File: config.mk
export PLATFORM = sky130hd
export DESIGN_NAME = i2c_target_flat
export DESIGN_NICKNAME = d
export VERILOG_FILES = /design/src/rtl/i2c_pkg.sv /design/src/rtl/i2c_target_if.sv /design/src/rtl/i2c_line_sync.sv /design/src/rtl/i2c_target.sv /design/src/flat_wrapper.sv
export SDC_FILE = /design/constraint.sdc
export NUM_CORES = 1
export LEC_CHECK = 0
export ABC_CLOCK_PERIOD_IN_PS = 2100
export CAP_MARGIN = 20
export CORE_AREA = 4 4 82 84
export DETAILED_ROUTE_END_ITERATION = 10
export DIE_AREA = 0 0 86 88
export GPL_ROUTABILITY_DRIVEN = 1
export SETUP_SLACK_MARGIN = 0.2
export SYNTH_ARGS = -nofsm -noshare
export SYNTH_HDL_FRONTEND = slang
export SYNTH_SLANG_ARGS = --single-unit
export TNS_END_PERCENT = 5
File: constraint.sdc
create_clock -name clk_i -period 2.1 [get_ports clk_i]
set_input_delay 0.21 -clock clk_i [delete_from_list [all_inputs] [get_ports clk_i]]
set_output_delay 0.21 -clock clk_i [all_outputs]
set_load 0.005 [all_outputs]
File: src/rtl/i2c_pkg.sv
// i2c_pkg: shared I2C widths, target FSM state encoding and address-match helper.
package i2c_pkg;
    localparam int I2C_ADDR_WIDTH = 7;
    localparam int I2C_DATA_WIDTH = 8;

    typedef enum logic [3:0] {
        IDLE, ADDR, ADDR_ACK, WR_DATA, WR_ACK, RD_WAIT, RD_DATA, RD_ACK, SKIP
    } i2c_target_state_t;

    // The general call address never matches, whatever the configured address is.
    function automatic logic addr_hit(input logic [I2C_ADDR_WIDTH-1:0] a,
                                      input logic [I2C_ADDR_WIDTH-1:0] t);
        return (a == t) && (a != '0);
    endfunction
endpackage

File: src/rtl/i2c_target_if.sv
// i2c_target_if: bus lines and byte handshake between an I2C target and its user.
interface i2c_target_if;
    import i2c_pkg::*;
    logic scl_i, sda_i, scl_o, sda_o;
    logic start_o, rw_o, stop_o, rx_valid_o, tx_req_o, tx_valid_i, tx_nack_o, busy_o;
    logic [I2C_DATA_WIDTH-1:0] rx_data_o, tx_data_i;

    modport slave (
        input  scl_i, sda_i, tx_data_i, tx_valid_i,
        output scl_o, sda_o, start_o, rw_o, stop_o, rx_data_o, rx_valid_o,
               tx_req_o, tx_nack_o, busy_o
    );
    modport master (
        output scl_i, sda_i, tx_data_i, tx_valid_i,
        input  scl_o, sda_o, start_o, rw_o, stop_o, rx_data_o, rx_valid_o,
               tx_req_o, tx_nack_o, busy_o
    );
endinterface

File: src/rtl/i2c_line_sync.sv
// i2c_line_sync: 2-FF synchronizer for one bus line with rise/fall pulses.
module i2c_line_sync (
    input  logic clk_i,
    input  logic rst_i,
    input  logic d,
    output logic q,
    output logic rise,
    output logic fall
);
    logic [2:0] s;

    always_ff @(posedge clk_i or negedge rst_i)
        if (!rst_i) s <= '1;
        else s <= {s[1:0], d};

    assign q    = s[1];
    assign rise = s[1] & ~s[2];
    assign fall = ~s[1] & s[2];
endmodule

File: src/rtl/i2c_target.sv
// i2c_target: I2C target; receives written bytes, serves read bytes with clock stretching.
module i2c_target
    import i2c_pkg::*;
#(
    parameter logic [I2C_ADDR_WIDTH-1:0] TARGET_ADDR = 7'h22
) (
    input logic          clk_i,
    input logic          rst_i,
    i2c_target_if.slave  bus
);
    i2c_target_state_t state, nxt;
    logic scl_q, scl_rise, scl_fall, sda_q, sda_rise, sda_fall;
    logic start_c, stop_c, match, sda_r, busy, rw, start_p, stop_p, rx_valid, tx_nack;
    logic [3:0] cnt;
    logic [I2C_DATA_WIDTH-1:0] sr, rx_data;

    i2c_line_sync u_scl (.clk_i, .rst_i, .d(bus.scl_i), .q(scl_q), .rise(scl_rise), .fall(scl_fall));
    i2c_line_sync u_sda (.clk_i, .rst_i, .d(bus.sda_i), .q(sda_q), .rise(sda_rise), .fall(sda_fall));

    // scl must already have been high on the previous sample, so a read MSB launched
    // together with the end of a stretch is never taken for START/STOP.
    assign start_c = sda_fall & scl_q & ~scl_rise;
    assign stop_c  = sda_rise & scl_q & ~scl_rise;
    assign match   = addr_hit(sr[7:1], TARGET_ADDR);

    always_ff @(posedge clk_i or negedge rst_i)
        if (!rst_i) state <= IDLE;
        else state <= nxt;

    always_comb begin
        nxt = state;
        if (start_c) nxt = ADDR;
        else if (stop_c) nxt = IDLE;
        else
            case (state)
                ADDR:     if (scl_fall && cnt == 4'd8) nxt = match ? ADDR_ACK : SKIP;
                ADDR_ACK: if (scl_fall) nxt = rw ? RD_WAIT : WR_DATA;
                WR_DATA:  if (scl_fall && cnt == 4'd8) nxt = WR_ACK;
                WR_ACK:   if (scl_fall) nxt = WR_DATA;
                RD_WAIT:  if (bus.tx_valid_i) nxt = RD_DATA;
                RD_DATA:  if (scl_fall && cnt == 4'd8) nxt = RD_ACK;
                RD_ACK:   nxt = (scl_rise && sda_q) ? SKIP : (scl_fall && cnt == 4'd9) ? RD_WAIT : RD_ACK;
                default:  nxt = state;
            endcase
    end

    always_comb begin
        bus.scl_o    = state != RD_WAIT;
        bus.tx_req_o = state == RD_WAIT;
    end

    always_ff @(posedge clk_i or negedge rst_i)
        if (!rst_i) begin
            cnt <= '0; sr <= '0; sda_r <= 1'b1; rx_data <= '0; rx_valid <= 1'b0; busy <= 1'b0;
            rw <= 1'b0; start_p <= 1'b0; stop_p <= 1'b0; tx_nack <= 1'b0;
        end else begin
            rx_valid <= 1'b0; start_p <= 1'b0; stop_p <= 1'b0; tx_nack <= 1'b0;
            if (start_c) begin
                cnt <= '0; sda_r <= 1'b1; busy <= 1'b0;
            end else if (stop_c) begin
                sda_r <= 1'b1; busy <= 1'b0; stop_p <= busy;
            end else
                case (state)
                    ADDR:
                        if (scl_rise) begin
                            sr <= {sr[6:0], sda_q}; cnt <= cnt + 4'd1;
                        end else if (scl_fall && cnt == 4'd8 && match) begin
                            start_p <= 1'b1; rw <= sr[0]; busy <= 1'b1; sda_r <= 1'b0;
                        end
                    ADDR_ACK, WR_ACK:
                        if (scl_fall) begin
                            sda_r <= 1'b1; cnt <= '0;
                        end
                    WR_DATA:
                        if (scl_rise) begin
                            sr <= {sr[6:0], sda_q}; cnt <= cnt + 4'd1;
                            if (cnt == 4'd7) begin
                                rx_data <= {sr[6:0], sda_q}; rx_valid <= 1'b1;
                            end
                        end else if (scl_fall && cnt == 4'd8) sda_r <= 1'b0;
                    RD_WAIT:
                        if (bus.tx_valid_i) begin
                            sda_r <= bus.tx_data_i[7]; sr <= {bus.tx_data_i[6:0], 1'b0}; cnt <= 4'd1;
                        end
                    RD_DATA:
                        if (scl_fall) begin
                            sda_r <= (cnt == 4'd8) ? 1'b1 : sr[7];
                            sr <= {sr[6:0], 1'b0};
                            cnt <= (cnt == 4'd8) ? cnt : cnt + 4'd1;
                        end
                    RD_ACK:
                        if (scl_rise) begin
                            tx_nack <= sda_q; cnt <= sda_q ? cnt : 4'd9;
                        end
                    default: sda_r <= 1'b1;
                endcase
        end

    assign bus.sda_o      = sda_r;
    assign bus.start_o    = start_p;
    assign bus.stop_o     = stop_p;
    assign bus.rw_o       = rw;
    assign bus.busy_o     = busy;
    assign bus.rx_data_o  = rx_data;
    assign bus.rx_valid_o = rx_valid;
    assign bus.tx_nack_o  = tx_nack;
endmodule

File: src/flat_wrapper.sv
// flat-port wrapper written by rule: the top's interface ports become plain ports
module i2c_target_flat import i2c_pkg::*;
#(
    parameter logic [I2C_ADDR_WIDTH-1:0] TARGET_ADDR = 7'h22
)
  (clk_i, rst_i, bus_scl_i, bus_sda_i, bus_tx_data_i, bus_tx_valid_i, bus_scl_o, bus_sda_o, bus_start_o, bus_rw_o, bus_stop_o, bus_rx_data_o, bus_rx_valid_o, bus_tx_req_o, bus_tx_nack_o, bus_busy_o);
  i2c_target_if bus_i ();
  input logic clk_i;
  input logic rst_i;
  input wire logic [$bits(bus_i.scl_i)-1:0] bus_scl_i;
  input wire logic [$bits(bus_i.sda_i)-1:0] bus_sda_i;
  input wire logic [$bits(bus_i.tx_data_i)-1:0] bus_tx_data_i;
  input wire logic [$bits(bus_i.tx_valid_i)-1:0] bus_tx_valid_i;
  output wire logic [$bits(bus_i.scl_o)-1:0] bus_scl_o;
  output wire logic [$bits(bus_i.sda_o)-1:0] bus_sda_o;
  output wire logic [$bits(bus_i.start_o)-1:0] bus_start_o;
  output wire logic [$bits(bus_i.rw_o)-1:0] bus_rw_o;
  output wire logic [$bits(bus_i.stop_o)-1:0] bus_stop_o;
  output wire logic [$bits(bus_i.rx_data_o)-1:0] bus_rx_data_o;
  output wire logic [$bits(bus_i.rx_valid_o)-1:0] bus_rx_valid_o;
  output wire logic [$bits(bus_i.tx_req_o)-1:0] bus_tx_req_o;
  output wire logic [$bits(bus_i.tx_nack_o)-1:0] bus_tx_nack_o;
  output wire logic [$bits(bus_i.busy_o)-1:0] bus_busy_o;
  assign bus_i.scl_i = bus_scl_i;
  assign bus_i.sda_i = bus_sda_i;
  assign bus_i.tx_data_i = bus_tx_data_i;
  assign bus_i.tx_valid_i = bus_tx_valid_i;
  assign bus_scl_o = bus_i.scl_o;
  assign bus_sda_o = bus_i.sda_o;
  assign bus_start_o = bus_i.start_o;
  assign bus_rw_o = bus_i.rw_o;
  assign bus_stop_o = bus_i.stop_o;
  assign bus_rx_data_o = bus_i.rx_data_o;
  assign bus_rx_valid_o = bus_i.rx_valid_o;
  assign bus_tx_req_o = bus_i.tx_req_o;
  assign bus_tx_nack_o = bus_i.tx_nack_o;
  assign bus_busy_o = bus_i.busy_o;
  i2c_target #(.TARGET_ADDR(TARGET_ADDR)) u_core (.clk_i(clk_i), .rst_i(rst_i), .bus(bus_i));
endmodule
# Word-level counts from Yosys, hierarchy flattened
# Cells that the tools add are included.
# word_totals
regBits	37
input_bits	13
output_inout_bits	17
elab_cells	144
# classes
n_addsub	1
n_eq_ne	36
muxes	59
n_bitwise	15
reduce_logical	20
# op_table
operator	n
2-to-1 mux 4 bit	19
!= test 4 x 1 -> 1 bit, second input constant	8
2-to-1 mux 1 bit	31
case mux 4 bit (7 select lines)	1
2-to-1 mux 8 bit	3
case mux 8 bit (3 select lines)	1
equality test 4 x 3 -> 1 bit, second input constant	5
case mux 4 bit (5 select lines)	1
!= test 3 x 1 -> 1 bit, second input constant	5
AND reduction 5 bit	2
!= test 3 x 2 -> 1 bit, second input constant	3
AND reduction 9 bit	1
nonzero test 3 bit	3
nonzero test 9 bit	1
bitwise AND 1 bit	8
equality test 4 x 2 -> 1 bit, second input constant	2
equality test 4 bit, second input constant	2
!= test 4 bit, second input constant	2
AND reduction 8 bit	1
equality test 7 x 6 -> 1 bit, second input constant	1
inverter 1 bit	7
AND reduction 7 bit	1
nonzero test 7 bit	1
!= test 2 x 1 -> 1 bit, second input constant	3
other kinds (14)	19

# Logic depth before layout (Yosys ltp)
# logic_depth
depth_word	9
depth_mapped	9
depth_no_buf	8

# Hierarchy
# A second synthesis with hierarchy kept.
# hier_totals
cells_unflattened	204
hier_area_um2	2090.8
# modules_own_cells
mod	n_inst	cells_per_inst	area_each_um2	seq_area_each_um2
i2c_target	1	194	1903.1	777.0
i2c_line_sync	2	5	93.8	78.8

# Worst setup path before layout
# No wires, ideal clock.
# synth_timing
kind	register -> register
from	register u_core.u_scl.s[1]
to	register u_core.state[2]
setup_time_ns	0.128
arrival_time_ns	1.904
required_ns	1.972
path_slack_ns	0.068
stages_incl_launch_ff	8
n_path_buf	1
period_less_slack_ns	2.032
path_cell_list	dfstp_2 > and2b_1 > a2111oi_0 > nand2_1 > o21ai_1 > or2_1 > buf_2 > mux2_1
# synth_via
elab_chain_cells	6
elab_cells_between_ends	22
cone_classes	eq/ne (6); mux (4); bitwise (8); reduce/logical (4)
# synth_rtl
item	line	text
start, declared	i2c_line_sync.sv:10	logic [2:0] s;
start signal, assigned	i2c_line_sync.sv:14	else s <= {s[1:0], d};
bitwise AND 1 bit	i2c_line_sync.sv:17	assign rise = s[1] & ~s[2];
logical AND 1 bit	i2c_target.sv:42	RD_ACK: nxt = (scl_rise && sda_q) ? SKIP : (scl_fall && cnt == 4'd9) ? RD_WAIT : RD_ACK;
2-to-1 mux 4 bit	i2c_target.sv:42	
case mux 4 bit (7 select lines)	i2c_target.sv:35	case (state)
2-to-1 mux 4 bit	i2c_target.sv:33	else if (stop_c) nxt = IDLE;
2-to-1 mux 4 bit	i2c_target.sv:32	if (start_c) nxt = ADDR;
end signal, assigned	i2c_target.sv:28	else state <= nxt;
end, declared	i2c_target.sv:11	i2c_target_state_t state, nxt;
# Parallel ways exist; a longest one is shown, timed or not.
# A chain may end at the register's enable or synchronous reset.

# Worst setup path in the final report
# layout_timing
from	register u_core.u_sda.s[2]
to	register u_core.sda_r (netlist: u_core.bus.sda_o)
# layout_via
elab_chain_cells	6
elab_cells_between_ends	18
cone_classes	eq/ne (8); mux (2); bitwise (7); reduce/logical (1)
# layout_rtl
item	line	text
start, declared	i2c_line_sync.sv:10	
start signal, assigned	i2c_line_sync.sv:14	
inverter 1 bit	i2c_line_sync.sv:17	
bitwise AND 1 bit	i2c_line_sync.sv:17	
bitwise AND 1 bit (2 in series)	i2c_target.sv:23	assign stop_c = sda_rise & scl_q & ~scl_rise;
!= test 4 x 1 -> 1 bit (no source line) (tied with other cells)	--	
AND reduction 8 bit (no source line) / 2-to-1 mux 1 bit (equally long branches)	--	
end signal, assigned	i2c_target.sv:87	sda_r <= (cnt == 4'd8) ? 1'b1 : sr[7];
end, declared	i2c_target.sv:13	logic start_c, stop_c, match, sda_r, busy, rw, start_p, stop_p, rx_valid, tx_nack;
# Parallel ways exist; a longest one is shown, timed or not.

==> metrics.md <==
| Metric | Value |
|---|---|
| Status | `completed` |
| Async S/R FF share, synth | `100.0%` |
| CP max stage delay | `560 ps` |
| Type of origin of the critical path | `flop` |
| Hold Path Class | `in2async` |
| Gr usage total | `14.00%` |
| CTS Sinks | `37` |
| TNS Setup | `0 ps` |
| Initial Util | `33.47%` |
| Tcrit/Tclk final | `92.98%` |
| Crit Path Category | `reg2reg` |
| Maxcap violations | `0` |
| CTS tree | `done` |
| Iter 0 DRT Violations | `232` |
| Register area share after synthesis | `47.16%` |
| Seq cells post-synth | `37` |
| Final Skew | `12.84 ps` |
| Pleak | `0.001228 µW` |
| Clk buf depth | `2` |
| Worst-path cell chain | `xor2_2 > and3_4 > buf_4 > nor3_2 > a2111oi_4 > mux2_4` |
| Data required time of the critical path | `2310 ps` |
| Post-Syn Instances | `210` |
| Synthesized net count | `226` |
| Routed Antenna Nets | `0` |
| CP arrival | `2170 ps` |
| Most common cell after layout, fill and taps aside | `buf_4` |
| Final number of setup-violating endpoints | `0` |
| Vias/cell | `5.077` |
| Most frequent cells in the layout | `33 x buf_4, 29 x nand2_1, 27 x clkdlybuf4s50_1, 26 x dfrtp_1, 19 x nor2_1` |
| Chip width | `86 µm` |
| H-tree lvl count | `2` |
| Top FF cell, synth | `dfrtp_1` |
| Pwr dens | `690.6 nW/µm²` |
| Area delta synth->final | `43.31%` |
| Root Driver | `clkbuf_8` |
| Post-route insts no fill | `349` |
| Vias in the first global route | `1,759` |
| Largest net degree at the start of global routing | `38` |
| Overall power | `1961 µW` |
| Die Footprint | `7568 µm²` |
| Die Span Y | `88 µm` |
| Hold-fix buffers, CTS | `0` |
| Floorplan core area | `5921 µm²` |
| Synth warnings | `0` |
| Synth cell types | `52` |
| Grt ovf | `0` |
| Vias | `1,772` |
| Endpoint class of the critical path | `flop` |
| Peak supply drop | `0.4216 mV` |
| Worst slew margin | `45.91%` |
| Wirelength, routed | `5125 µm` |
| First-pass GRT wire length | `8418 µm` |
| FILL cells | `574` |
| Total I/O pin count | `30` |
| Final Net Count | `289` |
| Hold Vio Cnt, Final | `0` |
| Per-cell routed wire length | `14.68 µm` |
| Mean post-synth cell area | `9.438 µm²` |
| Post-synth EDFFs | `0` |
| DP Cell Count | `330` |
| Ant diodes | `0` |
| Drt pass-1 iters | `4` |
| Detailed placer's ending HPWL | `3703 µm` |
| Worst Tran Pin Value | `811.4 ps` |
| Row Count | `28` |
| Achievable Freq | `512.2 MHz` |
| TritonCTS Buffers | `5` |
| Gpl congestion | `0.8897` |
| Residual DRC | `0` |
| Fin crit period | `1953 ps` |
| Initial antenna violation count | `0` |
| Clk slew on worst S/H paths | `90 ps` |
| RSZ-0062 raised after global routing | `yes` |
| Crit path max fanout | `7` |
| Share of layout cells above drive strength 1 | `32.12%` |
| # port buffers | `29` |
| Slowest library cell on the worst path | `dfstp_2` |
| Final Max Slew Viols | `0` |
| Synth Cell Area | `1982 µm²` |
| Clock latency on the worst-skew pair | `290 ps` |
## per-layer routing
metal / vias up / track usage, % / part of all wire (%)
met3: 12 / 2.540 / 6.1
met1: 817 / 19.39 / 47
met4: 0 / 3.597 / 1.8
li1: 875 / - / -
met5: - / 0 / 0
met2: 68 / 22.63 / 45
## registers in the layout, indices dropped and copies added (netlist names), 3 cells and up
signal                cells
u_core.cnt                4
u_core.state              4
u_core.bus.rx_data_o      8
u_core.u_sda.s            3
u_core.sr                 8
u_core.u_scl.s            3
## kinds of logic (layout without fill, tap and decap cells)
kind of cell    count (synthesis)  count (layout)  synth area share, %
compound gates                 46              46                14.71
xor+xnor                        3               3                1.326
fa+ha+maj                       3               3                1.894
buf+inv                        18              82                3.977
flops                          37              37                47.16
mux                            12              12                6.755
simple gates                   91              91                24.18
## synthesized netlist by cell type, drive strengths merged, types with 2 or more instances
cell type	number	area [µm²]
nand2b	2	12.51
xnor2	2	17.52
nand3b	4	30.03
dfrtp	30	750.7
o221ai	2	17.52
o31ai	2	15.01
inv	10	37.54
ha	3	37.54
a2111oi	2	23.77
nor3	8	45.04
nand4b	2	17.52
a31oi	7	43.79
clkbuf	3	11.26
and2	2	12.51
nand4	3	18.77
or2	2	12.52
a211oi	2	15.01
nand4bb	2	22.52
nor2b	3	18.77
mux2	11	123.9
nor4	2	18.77
buf	5	30.02
o21ai	13	65.06
nand2	31	116.4
nor2	21	78.83
a21oi	12	60.06
dfstp	7	183.9
## final timing paths
path,from,end,slack [ps],depth (start not counted)
worst max-delay path,u_core.u_sda.s[2]$_DFF_PN1_,u_core.bus.sda_o$_DFFE_PN1P_,150,6
worst min-delay path,rst_i,u_core.bus.rx_data_o[4]$_DFFE_PN0P_,6,1
worst max register to register,u_core.u_sda.s[2]$_DFF_PN1_,u_core.bus.sda_o$_DFFE_PN1P_,150,6
worst min register to register,u_core.u_sda.s[0]$_DFF_PN1_,u_core.u_sda.s[1]$_DFF_PN1_,360,0
max in group asynchronous,rst_i,u_core.state[3]$_DFFE_PN0P_,1520,1
min in group clk_i,bus_scl_i,u_core.u_scl.s[0]$_DFF_PN1_,330,1
## worst max-delay path, delay by kind of cell, from the launching register on
family,cells,cell delay [ps]
xor+xnor,1,190
flops,1,560
simple gates,2,280
compound gates,1,370
mux,1,330
buf+inv,1,150
## metrics by stage
stage / setup WS [ps] / util (%) / hold slack [ps] / cell area (µm²)
6_report: 147.5 / 47.97 / 6.392 / 2840
5_1_grt: 91.90 / 47.97 / 64.70 / 2840
4_1_cts: 156.6 / 47.10 / 30.14 / 2789
3_5_place_dp: -36.94 / 42.58 / 348.4 / 2521
3_3_place_gp: -57.38 / 42.58 / 345.5 / 2521
2_1_floorplan: 131.9 / - / -85.59 / 2013
## layout make-up
| class | instances | area, µm² | share of cell area, % |
|---|---|---|---|
| multi-input combinational | 155 | 1089 | 38.33 |
| tap | 75 | 93.84 | 3.304 |
| clock buffer | 5 | 68.82 | 2.423 |
| sequential | 37 | 939.7 | 33.08 |
| inverter | 10 | 40.04 | 1.410 |
| timing repair buffer | 64 | 563.0 | 19.82 |
| clock inverter | 3 | 46.29 | 1.630 |
## power breakdown
| group | internal [µW] | switching (µW) |
|---|---|---|
| clock | 356 | 268 |
| combinational | 197 | 219 |
| sequential | 820 | 102 |
| total | 1370 | 589 |
## timing repair
item                                    4_1_cts  5_1_grt
pin swaps                                     4        5
resized for setup                            20        6
hold endpoints to repair                      0        0
gates cloned                                  0        0
endpoints found under the setup margin       18       19
setup buffers                                 9        2
Note: power is estimated with default switching activity, not from simulation.
